[src/rtl/temperature_scan_controller.sv]
// temperature_scan_controller: round-robin sharing of one temperature analyzer across
// N_CH channels, with per-channel alarm hysteresis.
module temperature_scan_controller #(
    parameter int N_CH        = 4,
    parameter int ALARM_COUNT = 3,
    parameter int CLEAR_COUNT = 2
) (
    input  logic                clk_i,
    input  logic                reset_i,
    input  logic [N_CH-1:0]     sample_valid_i,
    input  logic [8*N_CH-1:0]   sample_temp_i,
    output logic [N_CH-1:0]     sample_ack_o,
    output logic [7:0]          ana_temperature_o,
    input  logic                ana_abnormality_i,
    output logic [N_CH-1:0]     alarm_o,
    output logic [2:0]          last_channel_o,
    output logic                busy_o
);
    typedef enum logic [1:0] {IDLE, DRIVE, CHECK, UPDATE} state_t;
    state_t          state_q;
    logic [2:0]      grant_q, grant_d, last_q;
    logic            abn_q, busy_q, found;
    logic [7:0]      ana_q;
    logic [3:0]      cand, abn_inc, norm_inc;
    logic            clr;
    logic [N_CH-1:0] ack_q, alarm_q, alarm_d;
    logic [3:0]      abn_cnt_q [N_CH];
    logic [3:0]      norm_cnt_q [N_CH];
    logic [3:0]      abn_cnt_d [N_CH];
    logic [3:0]      norm_cnt_d [N_CH];
    logic [7:0]      valid_pad;
    logic [63:0]     temp_pad;
    // Padding to 8 channels keeps the 3-bit grant a legal index for any N_CH.
    assign valid_pad = 8'(sample_valid_i);
    assign temp_pad  = 64'(sample_temp_i);
    always_comb begin
        grant_d = '0;
        found   = 1'b0;
        cand    = '0;
        for (int k = 1; k <= N_CH; k++) begin
            cand = {1'b0, last_q} + 4'(k);
            cand = (cand >= 4'(N_CH)) ? cand - 4'(N_CH) : cand;
            if (!found && valid_pad[cand[2:0]]) begin
                found   = 1'b1;
                grant_d = cand[2:0];
            end
        end
    end
    // Next counter/alarm values for every channel as if it were the one granted.
    always_comb begin
        abn_inc    = '0;
        norm_inc   = '0;
        clr        = 1'b0;
        alarm_d    = '0;
        abn_cnt_d  = '{default: '0};
        norm_cnt_d = '{default: '0};
        for (int i = 0; i < N_CH; i++) begin
            abn_inc       = (abn_cnt_q[i] >= 4'(ALARM_COUNT)) ? 4'(ALARM_COUNT) : abn_cnt_q[i] + 4'd1;
            norm_inc      = (norm_cnt_q[i] >= 4'(CLEAR_COUNT)) ? 4'(CLEAR_COUNT) : norm_cnt_q[i] + 4'd1;
            clr           = !abn_q && alarm_q[i] && (norm_inc >= 4'(CLEAR_COUNT));
            abn_cnt_d[i]  = abn_q ? abn_inc : 4'd0;
            norm_cnt_d[i] = (abn_q || clr) ? 4'd0 : norm_inc;
            alarm_d[i]    = abn_q ? (alarm_q[i] || (abn_inc >= 4'(ALARM_COUNT))) : (alarm_q[i] && !clr);
        end
    end
    always_ff @(posedge clk_i or posedge reset_i) begin
        if (reset_i) begin
            state_q <= IDLE;
            grant_q <= '0;
            last_q  <= 3'(N_CH - 1);
            abn_q   <= 1'b0;
            busy_q  <= 1'b0;
            ana_q   <= '0;
            ack_q   <= '0;
            alarm_q <= '0;
            for (int i = 0; i < N_CH; i++) begin
                abn_cnt_q[i]  <= '0;
                norm_cnt_q[i] <= '0;
            end
        end else begin
            ack_q <= '0;
            case (state_q)
                IDLE: begin
                    if (|sample_valid_i) begin
                        grant_q <= grant_d;
                        ana_q   <= temp_pad[{grant_d, 3'b000} +: 8];
                        busy_q  <= 1'b1;
                        state_q <= DRIVE;
                    end
                end
                DRIVE: state_q <= CHECK;
                CHECK: begin
                    abn_q <= ana_abnormality_i;
                    for (int i = 0; i < N_CH; i++) ack_q[i] <= (3'(i) == grant_q);
                    state_q <= UPDATE;
                end
                default: begin
                    last_q <= grant_q;
                    for (int i = 0; i < N_CH; i++) begin
                        if (3'(i) == grant_q) begin
                            alarm_q[i]    <= alarm_d[i];
                            abn_cnt_q[i]  <= abn_cnt_d[i];
                            norm_cnt_q[i] <= norm_cnt_d[i];
                        end
                    end
                    busy_q  <= 1'b0;
                    state_q <= IDLE;
                end
            endcase
        end
    end
    assign sample_ack_o      = ack_q;
    assign ana_temperature_o = ana_q;
    assign alarm_o           = alarm_q;
    assign last_channel_o    = last_q;
    assign busy_o            = busy_q;
endmodule

[config.mk]
export PLATFORM = sky130hd
export DESIGN_NAME = temperature_scan_controller
export DESIGN_NICKNAME = d
export VERILOG_FILES = /design/src/rtl/temperature_scan_controller.sv
export SDC_FILE = /design/constraint.sdc
export NUM_CORES = 1
export LEC_CHECK = 0
export CAP_MARGIN = 40
export CORE_MARGIN = 2
export CORE_UTILIZATION = 53
export DETAILED_ROUTE_END_ITERATION = 8
export PLACE_DENSITY = 0.85
export SYNTH_ARGS = -nofsm -noshare
export SYNTH_HDL_FRONTEND = slang
export SYNTH_SLANG_ARGS = --single-unit
[constraint.sdc]
create_clock -name clk_i -period 3.7 [get_ports clk_i]
set_clock_uncertainty 0.1 [all_clocks]
set_input_delay 0.74 -clock clk_i [delete_from_list [all_inputs] [get_ports clk_i]]
set_output_delay 0.74 -clock clk_i [all_outputs]
set_load 0.005 [all_outputs]
==> flow_summary.json, run 1 <==
{
  "cp_top_family": "flip-flops",
  "grt_use_total": 0.222,
  "status": "complete, no violations",
  "crit_fanout": 25,
  "die_area_um2": 6730,
  "clk_root_buffer_cell": "clkbuf_8",
  "port_buffers": 58,
  "min_path_type": "flip-flop to flip-flop",
  "synth-main-ff-cell": "dfrtp_1",
  "drc": 0,
  "path_buf_inv": 2,
  "start_kind": "flip-flop",
  "cts_hold_buf": 0,
  "endpoint_kind": "flip-flop",
  "seq_power_share": 0.348,
  "cts_buffers": 9,
  "p_leak_nw": 1.81,
  "cp.required_ps": 3820,
  "cts_resized": 0,
  "clk_latency_ps": 340,
  "dr.pass1.iters": 4,
  "fin_cells": 462,
  "fin_crit_sh": 0.814,
  "ys_ff_latch": 58,
  "syn_to_final_growth_pct": 25.0,
  "power_frac_clock": 0.192,
  "syn_area_per_cell_um2": 9.97,
  "post-dp-hpwl_um": 4680,
  "synthTopCellsByArea": "dfrtp_1, ha_1, nand2_1",
  "setup_tns_ps": 0,
  "power.total_mw": 2.99,
  "die_h_um": 82.1,
  "start_util": 0.545,
  "grt_pass1_wl_um": 11400,
  "syn_inst": 324,
  "async_flop_share": 1.00,
  "cts.sinks": 58,
  "hold_viol": 0,
  "layout_common_cells": "clkdlybuf4s50_1, dfrtp_1, nand2_1",
  "hold_ws_ps": 389,
  "powerDensity_nw_per_um2": 742,
  "relSlewSlack": 0.497,
  "routedWlPerCell_um": 14.1,
  "drive_above_1_share": 0.0904,
  "ios": 59,
  "synthesis.nets": 381,
  "slowest_stage": "dfstp_2",
  "cts_tree": "done",
  "synth_top_area_share": 0.434,
  "pwr-share-comb": 0.460,
  "post-route-min-period_ps": 3010,
  "peakVddDrop_mv": 0.463,
  "syn_area_um2": 3230,
  "yosysUniqueCellTypes": 52,
  "post_cts.repair.setup_buffers": 0,
  "gp_congestion": 0.881,
  "overflow": 0,
  "grt_max_degree": 59,
  "r2r_slack_ps": 690,
  "routed_wl_um": 6510,
  "max_freq_mhz": 332,
  "num_vias": 2582,
  "worstPathCellList": "inv_1, ha_1, mux2i_4, o22ai_1, a32oi_4, buf_4, mux2i_1, a2bb2oi_1, o211ai_2",
  "layout_commonest_cell": "clkdlybuf4s50_1",
  "ant_nets": 0,
  "worst-setup-path-type": "flip-flop to flip-flop",
  "power.net_switching_mw": 1.14,
  "core_area_um2": 5920,
  "drv_cap": 0,
  "finalSetupViolations": 0,
  "vias_per_cell": 5.59,
  "nets": 439,
  "dpl.cell_count": 446,
  "diodes": 0,
  "grt_pass1_vias": 2658,
  "swShare": 0.381,
  "yosys.area.top_type": "dfrtp_1",
  "tightest_slew_ps": 754,
  "rows": 28,
  "die_w_um": 82.1,
  "htreeDepth": 3,
  "yosysSeqAreaShare": 0.450,
  "drv_slew": 0,
  "cts_buffer_depth": 2,
  "synth_edf_count": 0,
  "rsz0062_at_grt": "no",
  "drt_iter0_markers": 128,
  "crit_arrival_ps": 3130,
  "cpPeakStageDelay_ps": 730,
  "p_int_mw": 1.85,
  "antenna_found_initial": 0,
  "yosys_warnings": 0,
  "cts.clk_slew.worst_paths_ps": 60
}
==> power by group through the flow <==
stage | registers (mW) | clock network [mW] | logic [mW]
final | 1.04 | 0.574 | 1.38
after global routing | 1.07 | 0.616 | 1.56
after CTS | 1.04 | 0.590 | 1.39
after detailed placement | 1.05 | 0 | 1.39
after global placement | 1.04 | 0 | 1.32
after floorplan | 0.948 | 0 | 1.12
==> layout make-up <==
type	instances	area (um2)
Sequential cell	58	1450
Tap cell	75	93.8
Inverter	13	48.8
Fill cell	465	1890
Clock buffer	11	141
Clock inverter	5	53.8
Multi-Input combinational cell	240	1650
Timing Repair Buffer	60	596
==> synth_stat cells (3+ instances only) <==
| library cell | n |
|---|---|
| clkbuf_1 | 8 |
| a2111oi_0 | 4 |
| buf_4 | 3 |
| nand2b_1 | 6 |
| a2bb2oi_1 | 8 |
| ha_1 | 18 |
| o41ai_1 | 4 |
| a21oi_1 | 5 |
| nand3_1 | 16 |
| dfrtp_1 | 56 |
| o211ai_1 | 7 |
| nor2_1 | 16 |
| o21ai_0 | 27 |
| inv_1 | 12 |
| nor3_1 | 5 |
| nand2_1 | 49 |
| nor4_1 | 6 |
| and2_1 | 14 |
| mux2i_1 | 9 |
| a21o_1 | 6 |
==> final timing paths <==
check / from / end / depth (start not counted)
min: abn_cnt_q[1]$_DFFE_PP0P_ / abn_cnt_q[1]$_DFFE_PP0P_ / 2
max: last_channel_o[0]$_DFFE_PP1P_ / ana_temperature_o[7]$_DFFE_PP0P_ / 9
max reg2reg: last_channel_o[0]$_DFFE_PP1P_ / ana_temperature_o[7]$_DFFE_PP0P_ / 9
max in group asynchronous: reset_i / norm_cnt_q[0]$_DFFE_PP0P_ / 3
min in group asynchronous: reset_i / abn_cnt_q[1]$_DFFE_PP0P_ / 3
min reg2reg: abn_cnt_q[1]$_DFFE_PP0P_ / abn_cnt_q[1]$_DFFE_PP0P_ / 2
==> metrics by stage <==
step                 util  area [um2]  worst slack [ps]
finish              0.682        4040               689
global route        0.682        4040               507
CTS                 0.682        4040               671
detailed placement  0.649        3840               444
global placement    0.649        3840               570
floorplan               -        3230               982
==> registers in the layout (all words and copies together), names as in the netlist <==
register           cells
last_channel_o         3
ana_temperature_o      8
abn_q                  1
norm_cnt_q            16
alarm_o                4
state_q                2
abn_cnt_q             16
sample_ack_o           4
grant_q                3
busy_o                 1
==> worst register-to-register path, cell delays in order, from the launching register on <==
cell and delay [ps]:
dfstp_2 730, inv_1 140, ha_1 390, mux2i_4 250
o22ai_1 140, a32oi_4 230, buf_4 320, mux2i_1 250
a2bb2oi_1 220, o211ai_2 110
==> cell families after synthesis <==
group           after synthesis  share of synthesized area
simple gates                129                      0.203
mux                          15                     0.0581
compound gates               76                      0.174
buf+inv                      26                     0.0395
fa+ha+maj                    18                     0.0697
xor+xnor                      2                    0.00543
flops                        58                      0.450
==> routing by layer <==
| layer | track usage | up-vias | part of all wire |
|---|---|---|---|
| li1 | - | 1282 | - |
| met1 | 0.247 | 1224 | 0.42 |
| met2 | 0.398 | 66 | 0.51 |
| met3 | 0.0802 | 10 | 0.061 |
| met4 | 0.0583 | 0 | 0.012 |
| met5 | 0 | - | 0 |
Power figures use the tool's default switching activity.
==> run 2, diff against run 1 <==
--- a/config.mk
+++ b/config.mk
@@ -7,9 +7,9 @@
 export LEC_CHECK = 0
 export CAP_MARGIN = 40
 export CORE_MARGIN = 2
-export CORE_UTILIZATION = 53
+export CORE_UTILIZATION = 48
 export DETAILED_ROUTE_END_ITERATION = 8
-export PLACE_DENSITY = 0.85
+export PLACE_DENSITY = 0.81
 export SYNTH_ARGS = -nofsm -noshare
 export SYNTH_HDL_FRONTEND = slang
 export SYNTH_SLANG_ARGS = --single-unit
==> constraint.sdc (replaced) <==
create_clock -name clk_i -period 2.5 [get_ports clk_i]
set_clock_uncertainty 0.1 [all_clocks]
set_input_delay 0.5 -clock clk_i [delete_from_list [all_inputs] [get_ports clk_i]]
set_output_delay 0.5 -clock clk_i [all_outputs]
set_load 0.005 [all_outputs]
==> flow_summary.json, run 2 (synthesis results as in run 1) <==
{
  "layout_common_cells": "clkdlybuf4s50_1, dfrtp_1, nand2_1",
  "rows": 29,
  "slowest_stage": "dfstp_2",
  "hold_end": "norm_cnt_q[6]$_DFFE_PP0P_",
  "die_h_um": 86.0,
  "post-route-min-period_ps": 2470,
  "cts_buffer_depth": 2,
  "peakVddDrop_mv": 0.670,
  "cp_top_family": "compound AO/OA/AOI/OAI gates",
  "place_ws_ps": -294,
  "min_path_type": "flip-flop to flip-flop",
  "antenna_found_initial": 0,
  "grt_use_total": 0.202,
  "syn_to_final_growth_pct": 34.4,
  "start_util": 0.503,
  "drc": 0,
  "drt_iter0_markers": 58,
  "relSlewSlack": 0.511,
  "worst-setup-path-type": "flip-flop to flip-flop",
  "whs_path_depth": 2,
  "worstHoldStart": "norm_cnt_q[6]$_DFFE_PP0P_",
  "path_buf_inv": 2,
  "rsz0062_at_grt": "yes",
  "powerDensity_nw_per_um2": 1160,
  "drv_slew": 0,
  "cts.clk_slew.worst_paths_ps": 70,
  "finalWorstSetupSlack_ps": 34.9,
  "met3_length_um": 416,
  "dr.pass1.iters": 4,
  "cts.sinks": 58,
  "worstPathCellList": "buf_12, mux2i_4, o32a_1, o221ai_2, a32oi_4, buf_12, mux2i_1, a2bb2oi_1, o211ai_1",
  "overflow": 0,
  "tightest_slew_ps": 733,
  "routedWlPerCell_um": 14.3,
  "crit_fanout": 10,
  "vias_per_cell": 5.59,
  "p_leak_nw": 1.94,
  "fin_util": 0.676,
  "routed_wl_um": 6910,
  "num_vias": 2704,
  "core_area_um2": 6420,
  "crit_arrival_ps": 2580,
  "r2r_end": "ana_temperature_o[5]$_DFFE_PP0P_",
  "hold_viol": 0,
  "cp.required_ps": 2620,
  "gp_congestion": 0.907,
  "routedLengthMet1_um": 2980,
  "clk_root_buffer_cell": "clkbuf_8",
  "cpPeakStageDelay_ps": 580,
  "port_buffers": 58,
  "r2r-start": "last_channel_o[0]$_DFFE_PP1P_",
  "cts_buffers": 9,
  "htreeDepth": 3,
  "nets": 459,
  "diodes": 0,
  "finalSetupViolations": 0,
  "grt_max_degree": 34,
  "fillers": 481,
  "cts_hold_buf": 0,
  "drive_above_1_share": 0.157,
  "ant_nets": 0,
  "endpoint_kind": "flip-flop",
  "multi_input_area_um2": 1700,
  "highest-signal-layer": "met4",
  "grt_pass1_vias": 2668,
  "worst-r2r-cell-count": 9,
  "max_freq_mhz": 406,
  "cts_tree": "done",
  "die_w_um": 86.0,
  "r2r_slack_ps": 30,
  "hold_ws_ps": 386,
  "post-dp-hpwl_um": 4980,
  "cp_num_cells": 9,
  "drv_cap": 0,
  "fin_crit_sh": 0.986,
  "dr_wl_met2_um": 3430,
  "die_area_um2": 7400,
  "crit_top_cell": "buf_12",
  "status": "complete, no violations",
  "clk_latency_ps": 340,
  "ios": 59,
  "regArea_um2": 1450,
  "layout_commonest_cell": "clkdlybuf4s50_1",
  "start_kind": "flip-flop",
  "grt_pass1_wl_um": 11900
}
## run 2: stage by stage
| stage | std cells | instance area [um2] | total power, mW | setup TNS [ps] |
|---|---|---|---|---|
| 3_5_place_dp | 464 | 4040 | 3.92 | -2120 |
| 5_1_grt | 484 | 4340 | 5.42 | -372 |
| 6_report | 484 | 4340 | 5.05 | 0 |
| 3_3_place_gp | 464 | 4040 | 3.81 | -1330 |
| 2_1_floorplan | 324 | 3260 | 3.11 | -58.7 |
| 4_1_cts | 480 | 4270 | 4.91 | -20.5 |
## run 2: layout make-up
class,count,share of cell area
clock buffer,11,0.0326
inverter,13,0.0118
clock inverter,5,0.0179
timing repair buffer,80,0.188
tap,77,0.0222
multi-input combinational,240,0.392
sequential,58,0.335
## run 2: power breakdown
group / total [mW] / switching, mW / leakage (nW) / internal (mW)
clock: 0.966 / 0.382 / 0.109 / 0.585
sequential: 1.50 / 0.284 / 0.749 / 1.21
combinational: 2.58 / 1.16 / 1.08 / 1.42
total: 5.05 / 1.82 / 1.94 / 3.22
## run 2: worst min-delay path, cell delays in order (launching register included)
cell and delay, ps:
dfrtp_1 340, nand2_1 40, o21ai_0 60
## run 2: timing repair
action | CTS | global route
cloned | 0 | 1
hold endpoints to repair | 0 | 0
setup buffers | 0 | 3
pin swaps | 1 | 7
endpoints found under the setup margin | 3 | 8
gates resized for setup | 2 | 5
## run 2: worst max-delay path by stage
stage                                             start                                to  slack, ps
after global placement                sample_valid_i[2]  ana_temperature_o[1]$_DFFE_PP0P_       -190
after global routing                  sample_valid_i[2]  ana_temperature_o[6]$_DFFE_PP0P_        -80
after CTS                 last_channel_o[0]$_DFFE_PP1P_  ana_temperature_o[1]$_DFFE_PP0P_        -20
after detailed placement              sample_valid_i[2]  ana_temperature_o[1]$_DFFE_PP0P_       -290
final                     last_channel_o[0]$_DFFE_PP1P_  ana_temperature_o[5]$_DFFE_PP0P_         30
after floorplan           last_channel_o[0]$_DFFE_PP1P_  ana_temperature_o[0]$_DFFE_PP0P_        -30
## run 2: layer usage
layer	up-vias	GRT usage
met5	-	0
met4	0	0.0649
met3	9	0.0722
met2	70	0.342
met1	1303	0.239
li1	1322	-
==> patch 1 (flow settings as in run 1) <==
Reset style: synchronous (`reset_i`), changed in one clocked block.
--- a/src/rtl/temperature_scan_controller.sv
+++ b/src/rtl/temperature_scan_controller.sv
@@ -64,5 +64,5 @@
         end
     end
-    always_ff @(posedge clk_i or posedge reset_i) begin
+    always_ff @(posedge clk_i) begin
         if (reset_i) begin
             state_q <= IDLE;
Check against the original RTL: differs if reset_i is asserted again (counterexample within 4 cycles, from zero or initial values and one cycle with reset_i high); with reset_i held inactive, the same outputs for 10 cycles.
==> patch 1 against run 1 <==
Critical path type unchanged; first-iteration DRC count shrank 44%; synthesized area is 8.3% lower; synthesized cell count is 18% lower; critical endpoint is now ana_temperature_o[7]; critical path depth decreased by 3; final cell count is 9.3% lower; wire length shrank 7.0%; count of clock-buffer cells in the layout rose by 2; sequential cell count unchanged; largest cell class is now flip-flops and latches; final area down 5.0%; worst setup slack got worse by 60 ps.
Power is not compared: it rests on default switching activity, and its combinational part moved more than twofold at a synthesized area within 25%.
==> patch 1: results (changes against run 1) <==
[logic_synthesis]
yosysSeqAreaShare_pct = 50.0  ; was 45.0%
synth_compound_area_share_pct = 13.4  ; was 17.4%
synthTopCellsByCount = 32 x edfxtp_1, 26 x dfxtp_1, 26 x nand2_1  ; was 56 x dfrtp_1, 49 x nand2_1, 27 x o21ai_0
synth_mux_area_share_pct = 10.2  ; was 5.81%
async_flop_share_pct = 0  ; was 100%
synth_edf_count = 32  ; was 0
synth_adder_area_share_pct = 7.18  ; was 6.97%
synthTopCellsByArea = edfxtp_1 32%, dfxtp_1 18%, mux2i_1 7.8%  ; was dfrtp_1 43%, ha_1 7.0%, nand2_1 5.7%
synthFlopType = edfxtp_1  ; was dfrtp_1
synth_xor_area_share_pct = 0  ; was 0.542%
synth_warnings = 0  ; unchanged
synthDistinctLibCells = 45  ; was 52

[timing]
tightest_slew_ps = 752  ; was 754 ps
finalCriticalPeriod_ps = 3070  ; was 3010 ps
drv_slew = 0  ; unchanged
hold_viol_final = 0  ; unchanged

[setup_path]
crit_family = compound AO/OA/AOI/OAI gates  ; was flip-flops
worstSetupPathType = reg2reg  ; unchanged
cp_slowest_cell = dfxtp_1  ; was dfstp_2
worstReg2RegStart = last_channel_o[0]  ; unchanged
crit_arrival_ps = 3160  ; was 3130 ps
reg2reg_slack_ps = 630  ; was 690 ps
crit_fanout = 11  ; was 25
cpPeakStageDelay_ps = 610  ; was 730 ps

[grt]
gr-total-overflow = 0  ; unchanged
grt_pass1_wl_um = 9960  ; was 11400 um
grt_pass1_vias = 2211  ; was 2658
grt_max_degree = 19  ; was 59
antenna_found_initial = 0  ; unchanged
grt_usage_pct = 20.8  ; was 22.2%

[placement]
gp_congestion = 0.929  ; was 0.881
port_buffers = 58  ; unchanged
postPlaceCellArea_um2 = 3650  ; was 3840 um2
dp.final_hpwl_um = 4410  ; was 4680 um
dpl_worst_slack_ps = 629  ; was 444 ps

[clocking]
postCtsSetupBuffers = 0  ; unchanged
htreeDepth = 3  ; unchanged
clk_latency_ps = 330
cts_root_buffer = clkbuf_8  ; unchanged
cts.repair.resized = 0  ; unchanged
clock_path_buffers = 2  ; unchanged

[pwr]
leakagePower_nw = 1.48

[drt]
wirelength_um = 6050  ; was 6510 um
dr.pass1.iters = 4  ; unchanged
num_vias = 2298  ; was 2582
drtIter0Drc = 72  ; was 128

[cells_and_area]
diodes = 0  ; unchanged
nets = 398  ; was 439
fillers = 410  ; was 465
layout-drive-gt1-share_pct = 9.22  ; was 9.04%

[outcome]
status = finished clean  ; unchanged

[worst_hold_path]
min_path_type = reg2reg  ; unchanged
min_from = ana_temperature_o[6]  ; was abn_cnt_q[1]

==> patch 1: cell types whose count changed in the layout (fill, tap and decap cells not counted), sizes merged, moves of 8 or more <==
| cell | before | now |
|---|---|---|
| mux2i | 11 | 23 |
| conb | 0 | 12 |
| nand2 | 49 | 27 |
| a2bb2oi | 8 | 0 |
| and2 | 14 | 5 |
| nand3 | 16 | 5 |
| o21ai | 28 | 5 |
| edfxtp | 0 | 32 |
| dfxtp | 0 | 26 |
| dfrtp | 56 | 0 |
| a21oi | 5 | 15 |
==> patch 1: per-layer routing <==
layer	global-route usage [%]	up-vias	share of wire, %
met5	0	-	0
met4	7.02	0	1.4
met3	8.07	11	7.3
met2	33.8	86	48
met1	25.2	1065	43
li1	-	1136	-
==> patch 1: path summary, 6_finish.rpt <==
path,to,depth (start not counted)
max,ana_temperature_o[7],6
min reg2reg,ana_temperature_o[6],2
min,ana_temperature_o[6],2
max reg2reg,ana_temperature_o[7],6
==> patch 1: final cells by class <==
type / instances / area [um2] / area share (%)
sequential: 58 / 1480 / 38.6
clock buffer: 13 / 149 / 3.88
timing repair buffer: 61 / 603 / 15.7
tap: 72 / 90.1 / 2.35
multi-input combinational: 194 / 1410 / 36.6
clock inverter: 3 / 38.8 / 1.01
inverter: 18 / 67.6 / 1.76
==> patch 1: through the flow <==
stage               cells  hold WS (ps)
floorplan             277           357
global placement      403           346
detailed placement    403           350
CTS                   419           365
global route          419           392
finish                419           361
==> patch 1: tightest hold or removal path, stage by stage (launching register included) <==
cell and delay [ps]:
dfxtp_1 320, nand2_1 50, o221ai_1 50
==> patch 1: where the power goes <==
group	switching (W)	leakage, nW	internal [W]
clock network	0.000235	0.0951	0.000327
logic	0.000273	0.851	0.000303
registers	0.0000689	0.537	0.000769
total	0.000577	1.48	0.00140
==> patch 2 (config.mk and constraints of run 1) <==
Without the edit above. `N_CH`: 4 -> 2.
--- a/src/rtl/temperature_scan_controller.sv
+++ b/src/rtl/temperature_scan_controller.sv
@@ -2,5 +2,5 @@
 // N_CH channels, with per-channel alarm hysteresis.
 module temperature_scan_controller #(
-    parameter int N_CH        = 4,
+    parameter int N_CH        = 2,
     parameter int ALARM_COUNT = 3,
     parameter int CLEAR_COUNT = 2
Ports: changed (resized alarm_o, sample_ack_o, sample_temp_i and sample_valid_i); port bits go from 59 to 37. No check against the original RTL was run, so the function may have changed too.
==> patch 2 against run 1 <==
Sequential cell count is 20 lower; count of clock-buffer cells in the layout down 5; final area is 34% lower; combinational power shrank 45%; global-route usage up 0.51 points; wire length is 28% lower; sequential share of layout area shrank 0.52 points; via count is 28% lower; synthesized cell count fell by 28%; total power fell by 43%; worst setup slack better by 280 ps; synthesized area is 32% lower.
==> patch 2: results (changes against run 1) <==
[placement]
dp.cells = 310  ; was 446
gp_congestion = 0.833  ; was 0.881
dp.final_hpwl_um = 3360  ; was 4680 um
port_buffers = 36  ; was 58

[setup_path]
worstReg2RegStart = last_channel_o[0]  ; unchanged
worstSetupPathType = reg2reg  ; unchanged
crit_fanout = 13  ; was 25
crit_arrival_ps = 2800  ; was 3130 ps

[clocking]
clock_path_buffers = 2  ; unchanged
numCtsBuffers = 5  ; was 9
htreeDepth = 2  ; was 3
clk_latency_ps = 290  ; was 340 ps
clkTransAtPathRegs_ps = 80  ; was 60 ps

[logic_synthesis]
synthTopCellsByCount = 37 x dfrtp_1, 29 x nand2_1, 22 x nor2_1  ; was 56 x dfrtp_1, 49 x nand2_1, 27 x o21ai_0
synthDistinctLibCells = 42  ; was 52
async_flop_share_pct = 100  ; unchanged
yosysSeqAreaShare_pct = 43.2  ; was 45.0%
synthTopCellsByArea = dfrtp_1 42%, ha_1 9.1%, nand2_1 4.9%  ; was dfrtp_1 43%, ha_1 7.0%, nand2_1 5.7%
netlist_instances = 234  ; was 324
synthesis.nets = 271  ; was 381

[cells_and_area]
nets = 304  ; was 439
layout-drive-gt1-share_pct = 7.09  ; was 9.04%
fillers = 312  ; was 465

[pwr]
p_int_w = 0.00108  ; was 0.00185 W
leakagePower_nw = 1.19  ; was 1.81 nW
ir_drop_uv = 432  ; was 463 uV

[grt]
grt_max_degree = 39  ; was 59
grt_usage_pct = 22.7  ; was 22.2%
grt_pass1_vias = 1675  ; was 2658
grt_pass1_wl_um = 7910  ; was 11400 um
gr-total-overflow = 0  ; unchanged

[timing]
max_freq_ghz = 0.367  ; was 0.332 GHz
slew_headroom_pct = 46.4  ; was 49.7%

[drt]
wirelength_um = 4690  ; was 6510 um
vias_per_cell = 5.86  ; was 5.59
dr.pass1.iters = 6  ; was 4
num_vias = 1865  ; was 2582
drtIter0Drc = 113  ; was 128

[outcome]
status = finished clean  ; unchanged

[worst_hold_path]
min_from = norm_cnt_q[3]  ; was abn_cnt_q[1]

## patch 2: changes by cell type in the layout (fill, tap and decap cells not counted), sizes merged, moves of 9 or more
cell / run 1 / this run
o21ai: 28 / 16
nand3: 16 / 2
clkdlybuf4s50: 58 / 36
o211ai: 9 / 0
nand2: 49 / 29
mux2i: 11 / 0
dfrtp: 56 / 37
## patch 2: critical path: stages, from the launching register on
cell     delay, ps
dfstp_2        680
inv_1          110
ha_1           320
nor2b_1        540
nor3_1         110
or2_2          420
o311a_1        320
## patch 2: cells by family (layout without fill, tap and decap cells)
| family | Yosys count | after routing | share of synthesized area [%] |
|---|---|---|---|
| multiplexers | 1 | 1 | 0.510 |
| XOR/XNOR | 4 | 4 | 1.93 |
| AO/OA/AOI/OAI | 51 | 51 | 17.2 |
| flip-flops | 38 | 38 | 43.2 |
| AND/OR/NAND/NOR | 102 | 102 | 23.7 |
| adder cells (fa/ha/maj) | 16 | 16 | 9.08 |
| buffers and inverters | 22 | 56 | 4.48 |
## patch 2: per-layer routing
metal | part of all wire [%] | vias up | global-route usage [%]
li1 | - | 907 | -
met1 | 47 | 895 | 33.5
met2 | 47 | 58 | 33.1
met3 | 4.6 | 5 | 5.03
met4 | 0.96 | 0 | 7.00
met5 | 0 | - | 0
## patch 2: cell type report
| cell class | instances | area share, % |
|---|---|---|
| Clock buffer | 6 | 3.08 |
| Inverter | 9 | 1.26 |
| Clock inverter | 2 | 0.467 |
| Tap cell | 50 | 2.33 |
| Multi-Input combinational cell | 174 | 43.1 |
| Sequential cell | 38 | 35.5 |
| Timing Repair Buffer | 39 | 14.3 |
## patch 2: path summary, 6_finish.rpt
| check | endpoint | slack (ps) | cells past startpoint |
|---|---|---|---|
| hold reg to reg | norm_cnt_q[3] | 400 | 1 |
| max in group asynchronous | last_channel_o[0] | 2390 | 3 |
| setup / recovery | ana_temperature_o[1] | 970 | 6 |
| setup reg to reg | ana_temperature_o[1] | 970 | 6 |
| min in group asynchronous | abn_cnt_q[6] | 750 | 3 |
| hold / removal | norm_cnt_q[3] | 400 | 1 |
## patch 2: through the flow
step	setup slack (ps)	area, um2	util [%]
2_1_floorplan	1150	2210	-
3_3_place_gp	1090	2590	64.7
3_5_place_dp	1040	2590	64.7
4_1_cts	1020	2680	67.0
5_1_grt	858	2680	67.0
6_report	973	2680	67.0
## patch 2: power groups by stage
stage	clock (W)	sequential [W]	combinational (W)
2_1_floorplan	0	0.000625	0.000525
3_3_place_gp	0	0.000659	0.000722
3_5_place_dp	0	0.000665	0.000757
4_1_cts	0.000306	0.000658	0.000761
5_1_grt	0.000328	0.000676	0.000855
6_report	0.000301	0.000659	0.000760
